File: config.mk
export PLATFORM = sky130hd
export DESIGN_NAME = interpol_slope
export DESIGN_NICKNAME = d
export VERILOG_FILES = /design/src/rtl/interpol_slope.sv
export SDC_FILE = /design/constraint.sdc
export NUM_CORES = 1
export LEC_CHECK = 0
export BUFFER_PORTS_ARGS = -buffer_cell sky130_fd_sc_hd__buf_4
export CAP_MARGIN = 40
export CORE_MARGIN = 1
export CORE_UTILIZATION = 45
export CTS_CLUSTER_DIAMETER = 40
export DETAILED_ROUTE_END_ITERATION = 10
export PLACE_DENSITY_LB_ADDON = 0.2
export SYNTH_ARGS = -nofsm -noshare
export SYNTH_HDL_FRONTEND = slang
export SYNTH_SLANG_ARGS = --single-unit
File: constraint.sdc
create_clock -name clk -period 6.4 [get_ports clk]
set_clock_uncertainty 0.2 [all_clocks]
set_input_delay 1.28 -clock clk [delete_from_list [all_inputs] [get_ports clk]]
set_output_delay 1.28 -clock clk [all_outputs]
set_load 0.02 [all_outputs]
File: src/rtl/interpol_slope.sv
// interpol_slope: paces slow-rate samples into first differences and
// pre-scaled phase steps for the downstream interpolator, released on a
// fixed-period strobe. A missing sample at strobe time yields a zero step
// and raises a sticky underrun flag.
module interpol_slope #(
    parameter int unsigned cntw   = 7,
    parameter int unsigned period = 112,
    parameter int unsigned scale  = 18725
) (
    input  logic        clk,
    input  logic        rst,
    input  logic [15:0] x,
    input  logic        x_valid,
    output logic        x_ready,
    input  logic        clr_err,
    output logic        strobe,
    output logic [16:0] dy,
    output logic [17:0] dy7,
    output logic        underrun
);

    localparam int unsigned XW = 16;
    localparam int unsigned DW = 17;
    localparam int unsigned QW = 18;
    localparam int unsigned SW = 16;
    localparam int unsigned PW = 33;
    localparam int unsigned RS = 14;

    // period < 2^cntw, so the tick counter fits in cntw bits
    localparam logic [cntw-1:0]      CNT_LOAD = cntw'(period - 1);
    localparam logic [SW-1:0]        SCALE_W  = SW'(scale);
    localparam logic signed [PW-1:0] RND      = PW'(1 << (RS - 1));
    localparam logic signed [PW-1:0] QMAX     = PW'((1 << (QW - 1)) - 1);
    localparam logic signed [PW-1:0] QMIN     = -QMAX - PW'(1);

    logic [cntw-1:0]        cnt_q, cnt_d;
    logic                   tick;
    logic                   primed_q, primed_d;
    logic signed [XW-1:0]   xprev_q, xprev_d;
    logic signed [XW-1:0]   x0_q, x0_d;
    logic                   v0_q, v0_d;
    logic signed [DW-1:0]   d1_q, d1_d;
    logic                   v1_q, v1_d;
    logic signed [DW-1:0]   d2_q, d2_d;
    logic signed [PW-1:0]   p2_q, p2_d;
    logic                   v2_q, v2_d;
    logic signed [DW-1:0]   dyp_q, dyp_d;
    logic signed [QW-1:0]   dy7p_q, dy7p_d;
    logic                   full_q, full_d;
    logic                   strobe_q, strobe_d;
    logic signed [DW-1:0]   dy_q, dy_d;
    logic signed [QW-1:0]   dy7_q, dy7_d;
    logic                   underrun_q, underrun_d;

    logic                   busy;
    logic                   accept;
    logic signed [PW-1:0]   prod;
    logic signed [PW-1:0]   rnd;
    logic signed [QW-1:0]   q_sat;

    // Ready depends on state only: no sample while one is in flight or pending
    assign busy     = v0_q | v1_q | v2_q;
    assign x_ready  = ~full_q & ~busy;
    assign accept   = x_valid & x_ready;

    assign strobe   = strobe_q;
    assign dy       = dy_q;
    assign dy7      = dy7_q;
    assign underrun = underrun_q;

    // Scale, round-half-up and saturate the difference to the 18-bit step range
    always_comb begin
        prod  = PW'(d1_q) * $signed(PW'(SCALE_W));
        rnd   = (p2_q + RND) >>> RS;
        q_sat = QW'(rnd);
        if (rnd > QMAX) begin
            q_sat = QW'(QMAX);
        end else if (rnd < QMIN) begin
            q_sat = QW'(QMIN);
        end
    end

    // Next-state: free-running tick, priming, 3-stage pipeline, strobe release
    always_comb begin
        cnt_d      = cnt_q - cntw'(1);
        tick       = (cnt_q == '0);
        primed_d   = primed_q;
        xprev_d    = xprev_q;
        x0_d       = x0_q;
        v0_d       = 1'b0;
        d1_d       = d1_q;
        v1_d       = v0_q;
        d2_d       = d2_q;
        p2_d       = p2_q;
        v2_d       = v1_q;
        dyp_d      = dyp_q;
        dy7p_d     = dy7p_q;
        full_d     = full_q;
        strobe_d   = 1'b0;
        dy_d       = dy_q;
        dy7_d      = dy7_q;
        underrun_d = clr_err ? 1'b0 : underrun_q;

        if (tick) begin
            cnt_d = CNT_LOAD;
        end

        // first sample after reset only establishes the reference
        if (accept) begin
            if (primed_q) begin
                x0_d = $signed(x);
                v0_d = 1'b1;
            end else begin
                xprev_d  = $signed(x);
                primed_d = 1'b1;
            end
        end

        if (v0_q) begin
            d1_d    = DW'(x0_q) - DW'(xprev_q);
            xprev_d = x0_q;
        end

        if (v1_q) begin
            d2_d = d1_q;
            p2_d = prod;
        end

        // tick sees the pre-update full flag; a same-cycle S3 stays pending
        if (tick) begin
            strobe_d = 1'b1;
            if (full_q) begin
                dy_d   = dyp_q;
                dy7_d  = dy7p_q;
                full_d = 1'b0;
            end else begin
                dy_d       = '0;
                dy7_d      = '0;
                underrun_d = 1'b1;
            end
        end

        if (v2_q) begin
            dyp_d  = d2_q;
            dy7p_d = q_sat;
            full_d = 1'b1;
        end
    end

    // State registers
    always_ff @(posedge clk or posedge rst) begin
        if (rst) begin
            cnt_q      <= CNT_LOAD;
            primed_q   <= 1'b0;
            xprev_q    <= '0;
            x0_q       <= '0;
            v0_q       <= 1'b0;
            d1_q       <= '0;
            v1_q       <= 1'b0;
            d2_q       <= '0;
            p2_q       <= '0;
            v2_q       <= 1'b0;
            dyp_q      <= '0;
            dy7p_q     <= '0;
            full_q     <= 1'b0;
            strobe_q   <= 1'b0;
            dy_q       <= '0;
            dy7_q      <= '0;
            underrun_q <= 1'b0;
        end else begin
            cnt_q      <= cnt_d;
            primed_q   <= primed_d;
            xprev_q    <= xprev_d;
            x0_q       <= x0_d;
            v0_q       <= v0_d;
            d1_q       <= d1_d;
            v1_q       <= v1_d;
            d2_q       <= d2_d;
            p2_q       <= p2_d;
            v2_q       <= v2_d;
            dyp_q      <= dyp_d;
            dy7p_q     <= dy7p_d;
            full_q     <= full_d;
            strobe_q   <= strobe_d;
            dy_q       <= dy_d;
            dy7_q      <= dy7_d;
            underrun_q <= underrun_d;
        end
    end

endmodule
# Word level (Yosys, flattened, before mapping)
# Cells that the tools add are included.
[word_totals] regBits=183 output_inout_bits=38 inputBits=20
[classes] mux=16 add_sub_neg=3 n_reduce_logical=5 n_eq_ne=1 n_bitwise=6 mul=1 n_lt_le_gt_ge=2
[op_table] cell="18-bit 2-to-1 mux" count=3
[op_table] cell="16-bit 2-to-1 mux" count=3
[op_table] cell="33-bit by 15-bit adder with 33-bit output (second input constant)" count=1
[op_table] cell="17-bit by 16-bit multiplier with 33-bit output (second input constant)" count=1
[op_table] cell="19-bit by 18-bit greater-than comparator with 1-bit output (second input constant)" count=1
[op_table] cell="19-bit by 18-bit less-than comparator with 1-bit output (second input constant)" count=1
[op_table] cell="17-bit 2-to-1 mux" count=1
[op_table] cell="16-bit by 16-bit subtractor with 17-bit output" count=1
[op_table] cell="1-bit 2-to-1 mux" count=8
[op_table] cell="7-bit logical NOT" count=1
[op_table] cell="7-bit 2-to-1 mux" count=1
[op_table] cell="7-bit by 1-bit subtractor with 7-bit output (second input constant)" count=1
[op_table] cell="2-bit AND reduction" count=2
[op_table] cell="2-bit nonzero test" count=2
[op_table] cell="1-bit bitwise AND" count=2
[op_table] cell="2-bit by 1-bit != test with 1-bit output (second input constant)" count=1
[op_table] cell="1-bit inverter" count=2
[op_table] cell="1-bit bitwise OR" count=2

# Depth between registers and ports, before layout
[depth] ltp_word=7 mapped_depth=20 depth_no_buf=18

# Worst setup path before layout
# No wires, ideal clock.
[synth_path] kind="register to register" from="register d1_q[16]" to="register p2_q[29]" arrival_time_ns=4.898 path_stages_with_launch=19 setup_ns=0.125 setup_slack_ns=1.177 cell_sequence="dfrtp_1 -> ha_1 -> ha_1 -> clkbuf_1 -> inv_1 -> fa_1 -> fa_1 -> fa_1 -> inv_1 -> ha_1 -> buf_2 -> nand4_1 -> a2111o_1 -> nor3_1 -> o311ai_1 -> and2b_2 -> o21bai_1 -> xor2_1 -> mux2_2"
[synth_via] elab_chain_cells=1
[synth_lines] element="from (decl)" line_no="42" source="logic signed [DW-1:0] d1_q, d1_d;"
[synth_lines] element="from (signal assigned)" line_no="158" source="d1_q <= '0;"
[synth_lines] element="from (signal assigned)" line_no="176" source="d1_q <= d1_d;"
[synth_lines] element="17-bit by 16-bit multiplier with 33-bit output" line_no="73" source="prod = PW'(d1_q) * $signed(PW'(SCALE_W));"
[synth_lines] element="to (signal assigned)" line_no="179" source="p2_q <= p2_d;"
[synth_lines] element="to (decl)" line_no="45" source="logic signed [PW-1:0] p2_q, p2_d;"
# Every way passes these cells.
# A chain may end at the register's enable or synchronous reset.

# Final worst setup path
[layout_path] from="register d1_q[15]" to="register p2_q[29]"
# The elaborated chain is that of the path after synthesis.

==> results.toml <==
[run_status]
status = "complete, no violations"

[drt]
final_antenna_net_count = 0
wirelength_um = 24040
drc = 0
vias_per_cell = 5.248
routedWlPerCell_um = 15.36
dr_total_vias = 8213
first_pass_iters = 4
dr.first_iter.drc_count = 489

[placed_design]
hpwl_um = 18440
port_buffers = 57
place.gp.congestion = 0.8612

[sta]
maxSlewViolCount = 0
relSlewSlack = 0.4004
min_period_over_period = 0.8935
rsz0062_at_grt = "false"
tightestPinTransition_ns = 0.8912
finalSetupViolCount = 0
timing.hold.ws_ns = 0.2567
period_minus_slack_ns = 5.719
tns_ns = 0
hold_viol = 0
fmax_ghz = 0.1749

[clock_network]
clkSinkCount = 170
htreeDepth = 4
cts_setup_buffers = 0
path_clk_slew_ns = 0.07
cts.repair.resized = 0
ctsHoldBuffers = 0
clockBufferDepth = 2
cts_made_buffers = 17
tritoncts = "done"
clockRootBuffer = "clkbuf_16"
clkLatencyLatePin_ns = 0.43

[die]
ioPinCount = 58
die_y_um = 163.7
die_area_sq_mm = 0.02680
coreArea_sq_mm = 0.02540
dieWidth_um = 163.7
start_util = 0.4633
rows = 58

[synthesis]
synth.distinct_cells = 69
ys_warn_count = 0
yosysSeqAreaShare = 0.3622
syn_area_per_cell_sq_um = 9.946
postSynthCellCount = 1183
synth_ff_type = "dfrtp_1"
syn-num-nets = 1372
synth_edf_count = 0
synth-seq-cells = 170
synth_area_sq_mm = 0.01177
async_flop_share = 1.000

[cells_and_area]
antenna_cells = 0
multi_input_area_sq_mm = 0.006800
drive_above_1_share = 0.1498
ff_latch_area_sq_mm = 0.004263
area_growth_pct = 11.48
nNetsFinal = 1411
final_common_cell = "dfrtp_1"
fillers = 2334
final_cell_mix = "163 x dfrtp_1, 134 x nand2_1, 133 x inv_1"
final_util = 0.5165

[worst_hold_path]
hp-class = "reg2reg"

[global_routing]
gr-total-overflow = 0
grt_pass1_vias = 7865
grt.total_usage = 0.1910
antenna_found_initial = 0
grt_max_degree = 84
grt_first_pass_wirelength_um = 40190

[critical_path]
crit_path_max_fanout = 13
crit_path_end_kind = "flip-flop"
crit_required_ns = 6.52
startpoint_type = "flip-flop"
worstPathCellList = "ha_1 -> ha_1 -> inv_1 -> fa_1 -> fa_1 -> inv_1 -> fa_1 -> ha_1 -> nand4_1 -> a2111o_1 -> nor3_1 -> o311ai_1 -> and2b_2 -> o21bai_1 -> xor2_1 -> mux2_2"
crit_type = "reg2reg"
arrival_ns = 5.84
crit_path_top_delay_cell = "dfrtp_1"
slowest_delay_ns = 0.64

[job]
maxCapViolCount = 0
metal layers:
| metal | part of all wire | routed length (um) | vias to the layer above | GRT usage |
|---|---|---|---|---|
| li1 | - | - | 4130 | - |
| met1 | 0.50 | 12030 | 3917 | 0.2689 |
| met2 | 0.45 | 10850 | 132 | 0.2991 |
| met3 | 0.026 | 633 | 34 | 0.03157 |
| met4 | 0.022 | 526 | 0 | 0.06145 |
| met5 | 0 | 0 | - | 0 |
worst paths after layout:
check / startpoint / endpoint / slack [ns] / cells past startpoint
worst max-delay path: d1_q[15]$_DFFE_PP0P_ / p2_q[29]$_DFFE_PP0P_ / 0.68 / 16
worst min-delay path: cnt_q[0]$_DFF_PP1_ / cnt_q[0]$_DFF_PP1_ / 0.26 / 1
worst max register to register: d1_q[15]$_DFFE_PP0P_ / p2_q[29]$_DFFE_PP0P_ / 0.68 / 16
worst min register to register: cnt_q[0]$_DFF_PP1_ / cnt_q[0]$_DFF_PP1_ / 0.26 / 1
max in group asynchronous: rst / dy7p_q[8]$_DFFE_PP0P_ / 4.20 / 4
min in group asynchronous: rst / x0_q[1]$_DFFE_PP0P_ / 0.58 / 2
cell usage after synthesis (all sizes together), types with 13 or more instances:
cell type,n,area (sq um)
fa,51,1021
ha,118,1476
xnor2,45,394.1
buf,16,76.32
a21o,13,97.59
nand2,134,503.0
mux2,73,822.0
o21ai,52,260.3
xor2,27,244.0
a21oi,57,285.3
nand4,13,81.33
nand3,56,285.3
nor2,48,180.2
mux2i,28,280.3
dfrtp,164,4104
clkbuf,33,123.9
inv,135,506.7
o22ai,20,125.1
worst max-delay path, delay by kind of cell (launching register included):
family	cells	cell delay [ns]
buf+inv	2	0.23
compound gates	3	0.72
fa+ha+maj	6	2.80
xor+xnor	1	0.08
flops	1	0.64
simple gates	3	0.67
mux	1	0.26
flip-flops by register name (all words and copies together), names as in the netlist:
signal    flops
cnt_q         7
d1_q         17
d2_q         17
dy           17
dy7          18
dy7p_q       18
dyp_q        17
full_q        1
p2_q         20
primed_q      1
strobe        1
underrun      1
v0_q          1
v1_q          1
v2_q          1
x0_q         16
xprev_q      16
through the flow:
stage | instances | instance area [sq um] | worst slack [ns]
CTS | 1565 | 13120 | 0.6916
global route | 1565 | 13120 | 0.3166
floorplan | 1183 | 11770 | 0.3265
global placement | 1531 | 12490 | 0.8820
finish | 1565 | 13120 | 0.6814
detailed placement | 1533 | 12530 | 0.7433
kinds of logic after synthesis:
kind of cell,after synthesis,share of synthesized area
compound gates,200,0.1072
buf+inv,184,0.06008
flops,170,0.3622
fa+ha+maj,169,0.2123
simple gates,287,0.1104
mux,101,0.09368
xor+xnor,72,0.05423
layout make-up:
cell class	count	share of cell area
Multi-Input combinational cell	829	0.5184
Sequential cell	170	0.3250
Timing Repair Buffer	69	0.04159
Inverter	135	0.03901
Clock buffer	18	0.03272
Tap cell	330	0.03148
Clock inverter	14	0.01183
Power is left out: the tool's default activity adds up to more than one toggle a clock period on the data nets, which glitch-free logic cannot reach.
